**src/rtl/rotation_pkg.sv**
```systemverilog
// Shared register offsets, rotation encodings and the effective-rotation helper
// for the rotation APB register slice.
package rotation_pkg;

  localparam logic [31:0] P_SOURCE        = 32'h00;
  localparam logic [31:0] P_DEST          = 32'h04;
  localparam logic [31:0] P_HEIGHT        = 32'h08;
  localparam logic [31:0] P_WIDTH         = 32'h0C;
  localparam logic [31:0] P_NEW_HEIGHT    = 32'h10;
  localparam logic [31:0] P_NEW_WIDTH     = 32'h14;
  localparam logic [31:0] P_MODE          = 32'h18;
  localparam logic [31:0] P_DIRECTION     = 32'h1C;
  localparam logic [31:0] P_START         = 32'h20;
  localparam logic [31:0] P_SOFT_RESET    = 32'h24;
  localparam logic [31:0] P_INTR_MASK     = 32'h28;
  localparam logic [31:0] P_RAW_STATUS    = 32'h2C;
  localparam logic [31:0] P_MASKED_STATUS = 32'h30;
  localparam logic [31:0] P_INTR_CLEAR    = 32'h34;

  localparam logic [1:0] P_DEG_0   = 2'd0;
  localparam logic [1:0] P_DEG_90  = 2'd1;
  localparam logic [1:0] P_DEG_180 = 2'd2;
  localparam logic [1:0] P_DEG_270 = 2'd3;

  localparam logic P_CCW = 1'b0;
  localparam logic P_CW  = 1'b1;

  // A counter-clockwise request of N quarter turns is the clockwise turn (4 - N) mod 4.
  function automatic logic [1:0] rot_effective(input logic [1:0] mode, input logic dir);
    logic [2:0] w_ccw;
    w_ccw = 3'd4 - {1'b0, mode};
    if (dir == P_CW) return mode;
    return w_ccw[1:0];
  endfunction

endpackage

```
**src/rtl/rotation_dim_calc.sv**
```systemverilog
// Registered output-image dimensions: odd quarter turns swap height and width.
module rotation_dim_calc
  import rotation_pkg::*;
#(
  parameter int P_DIM_W = 16
) (
  input  logic               i_clk,
  input  logic               i_rst_n,
  input  logic [P_DIM_W-1:0] i_height,
  input  logic [P_DIM_W-1:0] i_width,
  input  logic [1:0]         i_rot,
  output logic [P_DIM_W-1:0] o_new_height,
  output logic [P_DIM_W-1:0] o_new_width
);

  logic w_swap;

  assign w_swap = (i_rot == P_DEG_90) || (i_rot == P_DEG_270);

  always_ff @(posedge i_clk) begin
    if (!i_rst_n) begin
      o_new_height <= '0;
      o_new_width  <= '0;
    end else begin
      o_new_height <= w_swap ? i_width  : i_height;
      o_new_width  <= w_swap ? i_height : i_width;
    end
  end

endmodule

```
**src/rtl/rotation_apb_regs.sv**
```systemverilog
// APB register file feeding the rotation core: configuration, start/soft-reset
// pulses and the done interrupt. Optional PSLVERR port under ROT_REG_PSLVERR_EN.
module rotation_apb_regs
  import rotation_pkg::*;
#(
  parameter int P_DIM_W  = 16,
  parameter int P_ADDR_W = 8
) (
  input  logic               I_PCLK,
  input  logic               I_PRESET_N,
  input  logic               I_REG_PSEL,
  input  logic               I_REG_PENABLE,
  input  logic               I_REG_PWRITE,
  input  logic [31:0]        I_REG_PADDR,
  input  logic [31:0]        I_REG_PWDATA,
  output logic [31:0]        O_REG_PRDATA,
  input  logic               I_CORE_BUSY,
  input  logic               I_CORE_DONE,
  output logic [31:0]        O_CFG_SRC,
  output logic [31:0]        O_CFG_DST,
  output logic [P_DIM_W-1:0] O_CFG_HEIGHT,
  output logic [P_DIM_W-1:0] O_CFG_WIDTH,
  output logic [P_DIM_W-1:0] O_CFG_NEW_HEIGHT,
  output logic [P_DIM_W-1:0] O_CFG_NEW_WIDTH,
  output logic [1:0]         O_CFG_ROT,
  output logic               O_START_PULSE,
  output logic               O_SOFT_RST_PULSE,
  output logic               O_INTR_DONE
`ifdef ROT_REG_PSLVERR_EN
  ,output logic              O_REG_PSLVERR
`endif
);

  logic [31:0]        r_src;
  logic [31:0]        r_dst;
  logic [P_DIM_W-1:0] r_height;
  logic [P_DIM_W-1:0] r_width;
  logic [1:0]         r_mode;
  logic               r_dir;
  logic               r_mask;
  logic               r_pending;
  logic               r_start_pulse;
  logic               r_soft_rst_pulse;
  logic               r_intr_done;
  logic [31:0]        r_prdata;

  logic [31:0]        w_offset;
  logic               w_wr_en;
  logic               w_rd_setup;
  logic               w_busy;
  logic               w_dims_ok;
  logic               w_start_req;
  logic               w_start_ok;
  logic               w_soft_req;
  logic               w_clr_req;
  logic [1:0]         w_rot;
  logic [P_DIM_W-1:0] w_new_height;
  logic [P_DIM_W-1:0] w_new_width;
  logic [31:0]        w_rdata;
  logic               w_unused;

  assign w_offset   = 32'(I_REG_PADDR[P_ADDR_W-1:0]);
  assign w_unused   = ^I_REG_PADDR[31:P_ADDR_W];
  assign w_wr_en    = I_REG_PSEL & I_REG_PENABLE & I_REG_PWRITE;
  assign w_rd_setup = I_REG_PSEL & ~I_REG_PENABLE & ~I_REG_PWRITE;

  // A start pulse already in flight counts as busy so a second launch cannot sneak in.
  assign w_busy      = I_CORE_BUSY | r_start_pulse;
  assign w_dims_ok   = (r_height != '0) && (r_width != '0);
  assign w_start_req = w_wr_en && (w_offset == P_START) && I_REG_PWDATA[0];
  assign w_start_ok  = w_start_req && !w_busy && w_dims_ok;
  assign w_soft_req  = w_wr_en && (w_offset == P_SOFT_RESET) && I_REG_PWDATA[0];
  assign w_clr_req   = w_wr_en && (w_offset == P_INTR_CLEAR) && I_REG_PWDATA[0];

  assign w_rot = rot_effective(r_mode, r_dir);

  rotation_dim_calc #(
    .P_DIM_W (P_DIM_W)
  ) u_dim_calc (
    .i_clk        (I_PCLK),
    .i_rst_n      (I_PRESET_N),
    .i_height     (r_height),
    .i_width      (r_width),
    .i_rot        (w_rot),
    .o_new_height (w_new_height),
    .o_new_width  (w_new_width)
  );

  always_comb begin
    w_rdata = '0;
    case (w_offset)
      P_SOURCE:        w_rdata = r_src;
      P_DEST:          w_rdata = r_dst;
      P_HEIGHT:        w_rdata = 32'(r_height);
      P_WIDTH:         w_rdata = 32'(r_width);
      P_NEW_HEIGHT:    w_rdata = 32'(w_new_height);
      P_NEW_WIDTH:     w_rdata = 32'(w_new_width);
      P_MODE:          w_rdata = {30'd0, r_mode};
      P_DIRECTION:     w_rdata = {31'd0, r_dir};
      P_START:         w_rdata = {31'd0, w_busy};
      P_INTR_MASK:     w_rdata = {31'd0, r_mask};
      P_RAW_STATUS:    w_rdata = {31'd0, r_pending};
      P_MASKED_STATUS: w_rdata = {31'd0, r_pending & ~r_mask};
      default:         w_rdata = '0;
    endcase
  end

  // Soft reset beats a coincident done, while a done beats a coincident clear.
  always_ff @(posedge I_PCLK) begin
    if (!I_PRESET_N) begin
      r_src            <= '0;
      r_dst            <= '0;
      r_height         <= '0;
      r_width          <= '0;
      r_mode           <= P_DEG_0;
      r_dir            <= P_CCW;
      r_mask           <= 1'b1;
      r_pending        <= 1'b0;
      r_start_pulse    <= 1'b0;
      r_soft_rst_pulse <= 1'b0;
      r_intr_done      <= 1'b0;
      r_prdata         <= '0;
    end else begin
      r_start_pulse    <= w_start_ok;
      r_soft_rst_pulse <= w_soft_req;
      r_intr_done      <= r_pending & ~r_mask;

      if (w_wr_en && !w_busy) begin
        case (w_offset)
          P_SOURCE:    r_src    <= I_REG_PWDATA;
          P_DEST:      r_dst    <= I_REG_PWDATA;
          P_HEIGHT:    r_height <= I_REG_PWDATA[P_DIM_W-1:0];
          P_WIDTH:     r_width  <= I_REG_PWDATA[P_DIM_W-1:0];
          P_MODE:      r_mode   <= I_REG_PWDATA[1:0];
          P_DIRECTION: r_dir    <= I_REG_PWDATA[0];
          default:     ;
        endcase
      end

      if (w_wr_en && (w_offset == P_INTR_MASK)) r_mask <= I_REG_PWDATA[0];

      if (w_soft_req)       r_pending <= 1'b0;
      else if (I_CORE_DONE) r_pending <= 1'b1;
      else if (w_clr_req)   r_pending <= 1'b0;

      if (w_rd_setup) r_prdata <= w_rdata;
    end
  end

`ifdef ROT_REG_PSLVERR_EN
  logic w_mapped;
  logic w_locked_reg;
  logic w_ro_reg;
  logic w_err;

  always_comb begin
    w_mapped     = 1'b0;
    w_locked_reg = 1'b0;
    w_ro_reg     = 1'b0;
    case (w_offset)
      P_SOURCE, P_DEST, P_HEIGHT, P_WIDTH, P_MODE, P_DIRECTION: begin
        w_mapped     = 1'b1;
        w_locked_reg = 1'b1;
      end
      P_NEW_HEIGHT, P_NEW_WIDTH: begin
        w_mapped     = 1'b1;
        w_locked_reg = 1'b1;
        w_ro_reg     = 1'b1;
      end
      P_RAW_STATUS, P_MASKED_STATUS: begin
        w_mapped = 1'b1;
        w_ro_reg = 1'b1;
      end
      P_START, P_SOFT_RESET, P_INTR_MASK, P_INTR_CLEAR: w_mapped = 1'b1;
      default: ;
    endcase
  end

  assign w_err = !w_mapped
               || (I_REG_PWRITE && w_locked_reg && w_busy)
               || (w_start_req && !w_start_ok)
               || (I_REG_PWRITE && w_ro_reg);

  assign O_REG_PSLVERR = I_PRESET_N & I_REG_PSEL & I_REG_PENABLE & w_err;
`endif

  assign O_REG_PRDATA     = r_prdata;
  assign O_CFG_SRC        = r_src;
  assign O_CFG_DST        = r_dst;
  assign O_CFG_HEIGHT     = r_height;
  assign O_CFG_WIDTH      = r_width;
  assign O_CFG_NEW_HEIGHT = w_new_height;
  assign O_CFG_NEW_WIDTH  = w_new_width;
  assign O_CFG_ROT        = w_rot;
  assign O_START_PULSE    = r_start_pulse;
  assign O_SOFT_RST_PULSE = r_soft_rst_pulse;
  assign O_INTR_DONE      = r_intr_done;

endmodule

```
**config.mk**
```make
export PLATFORM = sky130hd
export DESIGN_NAME = rotation_apb_regs
export DESIGN_NICKNAME = d
export VERILOG_FILES = /design/src/rtl/rotation_pkg.sv /design/src/rtl/rotation_dim_calc.sv /design/src/rtl/rotation_apb_regs.sv
export SDC_FILE = /design/constraint.sdc
export NUM_CORES = 1
export LEC_CHECK = 0
export ABC_AREA = 1
export BUFFER_PORTS_ARGS = -buffer_cell sky130_fd_sc_hd__buf_2
export CAP_MARGIN = 5
export CORE_UTILIZATION = 48
export DETAILED_ROUTE_END_ITERATION = 8
export PLACE_DENSITY = 0.86
export SLEW_MARGIN = 15
export SYNTH_ARGS = -nofsm -noshare
export SYNTH_HDL_FRONTEND = slang
export SYNTH_SLANG_ARGS = --single-unit
```
**constraint.sdc**
```tcl
create_clock -name I_PCLK -period 2.6 [get_ports I_PCLK]
set_input_delay 0.65 -clock I_PCLK [delete_from_list [all_inputs] [get_ports I_PCLK]]
set_output_delay 0.65 -clock I_PCLK [all_outputs]
set_load 0.05 [all_outputs]
```
**After elaboration in Yosys (flattened, before gate mapping)**

Cells that the tools add are included.

- Bits in registers: 168

- Equality and inequality tests: 15
- Reductions and logical operators: 24
- Add/sub/neg operators: 1
- Bitwise logic cells: 10
- Muxes and demuxes: 8

Operator list:

| operator | count |
|---|---|
| 32-bit case mux with 12 select lines | 1 |
| 8-bit by 6-bit equality test with 1-bit output, second input constant | 6 |
| 8-bit by 5-bit equality test with 1-bit output, second input constant | 4 |
| 32-bit logical NOT | 1 |
| 16-bit two-way mux | 2 |
| 16-bit nonzero test | 2 |
| 8-bit by 4-bit equality test with 1-bit output, second input constant | 2 |
| 2-bit AND reduction | 6 |
| 1-bit logical AND | 11 |
| 8-bit by 3-bit equality test with 1-bit output, second input constant | 1 |
| 1-bit bitwise AND | 5 |
| 2-bit two-way mux | 2 |
| 1-bit NOT | 4 |
| 1-bit two-way mux | 3 |
| 2-bit by 1-bit equality test with 1-bit output, second input constant | 1 |
| 2-bit equality test, second input constant | 1 |
| 2-bit nonzero test | 1 |
| 2-bit OR reduction | 1 |
| 1-bit by 2-bit subtractor with 2-bit output, first input constant | 1 |
| 1-bit logical NOT | 1 |
| 1-bit logical OR | 1 |
| 1-bit bitwise OR | 1 |

**Logic depth before layout (Yosys ltp)**

- Depth in word-level cells: 6
- Gate-level depth with buffers: 11
- Gate-level depth less buffers: 9

**Cells and area by module**

A second synthesis with hierarchy kept.

- Cell total of the unflattened synthesis: 1,083
- Area, all modules: 7,470.9 µm²

Modules (own cells, without submodules):

| module | cells an instance | instances | sequential area each (µm²) | area each (µm²) |
|---|---|---|---|---|
| rotation_apb_regs | 881 | 1 | 2,722.6 | 6,135.9 |
| rotation_dim_calc | 202 | 1 | 640.6 | 1,335.0 |

**Worst setup path after synthesis**

OpenSTA, ideal clock, no wires.

- Kind: flip-flop to output port
- From: reg r_mode[0]
- To: out O_CFG_ROT[1]
- Data required time: 1.950 ns
- Data arrival time: 1.449 ns
- Path buffers: 1
- Stages on the path, launching flop included: 4
- Slack: 0.501 ns
- Cells stage by stage: dfxtp_1 -> clkbuf_1 -> nand2_1 -> xor2_1

- Cells in the longest elaborated chain, start to end: 2

RTL lines:

| item | line | RTL |
|---|---|---|
| start: declaration | rotation_apb_regs.sv:38 | `logic [1:0] r_mode;` |
| start signal: assignment | rotation_apb_regs.sv:134 | `P_MODE: r_mode <= I_REG_PWDATA[1:0];` |
| 1-bit by 2-bit subtractor with 2-bit output | rotation_pkg.sv:31 | `w_ccw = 3'd4 - {1'b0, mode};` |
| 2-bit two-way mux | rotation_pkg.sv:33 | `return w_ccw[1:0];` |
| end: declaration | rotation_apb_regs.sv:25 | `output logic [1:0] O_CFG_ROT,` |

No other way between the ends.

**Worst setup path in the final report**

- From: in I_REG_PADDR[4]
- To: reg r_dst[11] (netlist: O_CFG_DST[11])

- Cells in the longest elaborated chain, start to end: 2

RTL lines:

| item | line | RTL |
|---|---|---|
| start: declaration | rotation_apb_regs.sv:14 | `input logic [31:0] I_REG_PADDR,` |
| 8-bit by 3-bit equality test with 1-bit output | rotation_apb_regs.sv:129 | `case (w_offset)` |
| 2-bit AND reduction (no line) | - |  |
| end signal: assignment | rotation_apb_regs.sv:112 | `r_dst <= '0;` |
| end signal: assignment | rotation_apb_regs.sv:131 | `P_DEST: r_dst <= I_REG_PWDATA;` |
| end: declaration | rotation_apb_regs.sv:35 | `logic [31:0] r_dst;` |

No other way between the ends.
A chain may end at the register's enable or synchronous reset.

==> metrics.txt <==
Syn Area/Cell=7.13 um^2; ys async rst share=0; crit share post-route=0.810; PwrDens=601 nW/um^2; Data required, critical path=2.95 ns; Critical Path Source Type=input pin; Die Ht=123 um; later-pin clock latency in the skew report=0.42 ns; cell accounting for the most synthesized area=dfxtp_1; DRT iter0 DRCs=596; Yosys cell types=27; normalized max-slew margin=0.242; gpl congestion=0.911; hold_buf cts=0; CTS Buffer Depth=2; reg-to-reg slack, setup=0.56 ns; Worst-Margin Slew=1.13 ns; Synth Flop Type=dfxtp_1; # rows=43; core area=14100 um^2; H-tree depth=4; initial antenna violation count=0; R2R depth=7; Root Buffer=clkbuf_16; CTS buffer count=17; post-CTS sizing=0; DP Wirelength=15.0 mm; Clock Skew=0.00825 ns; Worst IR Drop VDD=491 uV; Area Overhead vs Synth=24.4%; first-pass GRT wire length=33.3 mm; Syn Nets=1061; clk slew on worst S/H paths=0.06 ns; WL final=21.9 mm; Critical Path Sink Type=flip-flop; Tot GR Track Use=0.290; Sink Count=168; synthesized instance count=990; DR vias/cell=5.31; Final nets=1245; status=completed; # port buffers=211; DR vias=7265; total grt overflow=0; Multi-input gate area=3020 um^2; layout cells sized above 1=0.236; Diodes inserted=0; Synth warnings=0; Die Area=15200 um^2; Ports=236; Initial Utilization=0.501; vias in the first global route=6380; Hold Crit Class=input pin to flip-flop; Die W=123 um; CP Class=input pin to flip-flop; area of the mapped netlist=7060 um^2; TritonCTS clock tree=yes; crit path max fanout=62; Layout fillers=1257; postcts setup bufs=0; final setup fails=0; Leakage=4.12 nW; largest cells by area after synthesis=dfxtp_1 48%, o21ai_0 11%, nand2_1 11%; Max Freq=475 MHz; Period minus WS final=2.11 ns; reg2reg end=O_CFG_DST[11]$_SDFFE_PN0P_; arrival time worst endpoint=2.45 ns; unrepaired setup endpoints after global routing=false; post-synthesis register bit count=168; FF+latch area=3360 um^2; Final Max Slew Viols=0; most common cell in the netlist=nand2_1; Max Cap Viol=0; setup TNS=0 ns; register area share after synthesis=0.476; pin count of the biggest net entering global routing=71; Pwr Total=5.28 mW; reg2reg start=O_START_PULSE$_SDFF_PN0_; final hold vios=0; top cells by count, synth=206 x nand2_1, 168 x dfxtp_1, 158 x o21ai_0; Detail Route Antenna Nets=0; CP endpoint=O_CFG_DST[11]$_SDFFE_PN0P_; drc violations=0; per-cell routed wire length=16.0 um; drt pass-1 iters=5; crit path from=I_REG_PADDR[4]; Post-synth EDFFs=0; share of the synthesized area in the top cell type=0.476
==> metal layers <==
metal / up-vias / global-route usage / part of all wire / wire (um)
li1: 3574 / - / - / -
met3: 45 / 0.0632 / 0.077 / 1690
met4: 0 / 0.117 / 0.029 / 640
met1: 3309 / 0.385 / 0.42 / 9250
met2: 337 / 0.458 / 0.47 / 10300
met5: - / 0 / 0 / 0
==> sequential cells by signal, indices dropped and copies added (netlist names) <==
name                     count
O_CFG_DST                   32
O_CFG_SRC                   32
O_REG_PRDATA                32
O_CFG_HEIGHT                16
O_CFG_WIDTH                 16
u_dim_calc.o_new_height     16
u_dim_calc.o_new_width      16
r_mode                       2
O_INTR_DONE                  1
O_SOFT_RST_PULSE             1
O_START_PULSE                1
r_dir                        1
r_mask                       1
r_pending                    1
==> worst max-delay path, cell delays in order <==
cell and delay (ns):
buf_2 0.13, nor2_2 0.06, nand2_4 0.12, inv_2 0.08, nand2_4 0.23, nor2_4 0.08, inv_2 0.70, o21ai_0 0.19
a21oi_1 0.17
==> worst min-delay path by stage <==
stage                                        startpoint  cells past startpoint  slack, ns                             to
after floorplan                      r_dir$_SDFFE_PN0P_                      2       0.44             r_dir$_SDFFE_PN0P_
after global placement       O_CFG_DST[15]$_SDFFE_PN0P_                      2       0.45     O_CFG_DST[15]$_SDFFE_PN0P_
after detailed placement  O_REG_PRDATA[18]$_SDFFE_PN0P_                      2       0.45  O_REG_PRDATA[18]$_SDFFE_PN0P_
after CTS                                   I_CORE_DONE                      3       0.43         r_pending$_SDFFE_PP0P_
after global routing                        I_CORE_DONE                      3       0.46         r_pending$_SDFFE_PP0P_
final                                       I_CORE_DONE                      3       0.45         r_pending$_SDFFE_PP0P_
==> stage by stage <==
stage	area, um^2	setup slack [ns]	utilization	instances	hold WS, ns
finish	8780	0.494	0.623	1367	0.445
global route	8780	0.322	0.623	1367	0.464
CTS	8780	0.570	0.623	1367	0.427
detailed placement	8190	0.165	0.581	1335	0.452
global placement	8190	0.232	0.581	1335	0.447
floorplan	7060	0.501	-	990	0.443
==> report_power, final <==
group	switching [mW]	internal (mW)	leakage, nW	total, mW
logic	0.131	0.0553	2.48	0.186
registers	0.00141	2.57	1.35	2.58
clock network	1.04	1.48	0.289	2.52
total	1.17	4.11	4.12	5.28
==> cells in the final DEF, fill, tap and decap left out, types with 4 or more instances in the layout <==
cell | Yosys | final
nor2_2 | 4 | 4
nand4_1 | 9 | 9
nor2_4 | 7 | 7
o21ai_0 | 158 | 158
a21oi_1 | 134 | 134
clkbuf_8 | 0 | 6
o21ai_1 | 4 | 4
nand3_1 | 34 | 34
nor2_1 | 91 | 91
nand2_1 | 206 | 206
dfxtp_1 | 168 | 167
buf_4 | 6 | 16
inv_1 | 94 | 93
buf_2 | 14 | 211
inv_2 | 5 | 5
clkbuf_16 | 0 | 17
==> cells by family after synthesis <==
family | synth area share
and+or+nand+nor | 0.214
AOI/OAI and AO/OA | 0.212
DFF | 0.476
buffers and inverters | 0.0964
xor gates and xnor gates | 0.00124
==> area by class of cell <==
type	count	share of cell area
clock buffer	24	0.0583
clock inverter	8	0.00969
timing repair buffer	228	0.136
tap	180	0.0256
inverter	100	0.0427
sequential	168	0.383
multi-input combinational	659	0.344
Power figures use the tool's default switching activity.
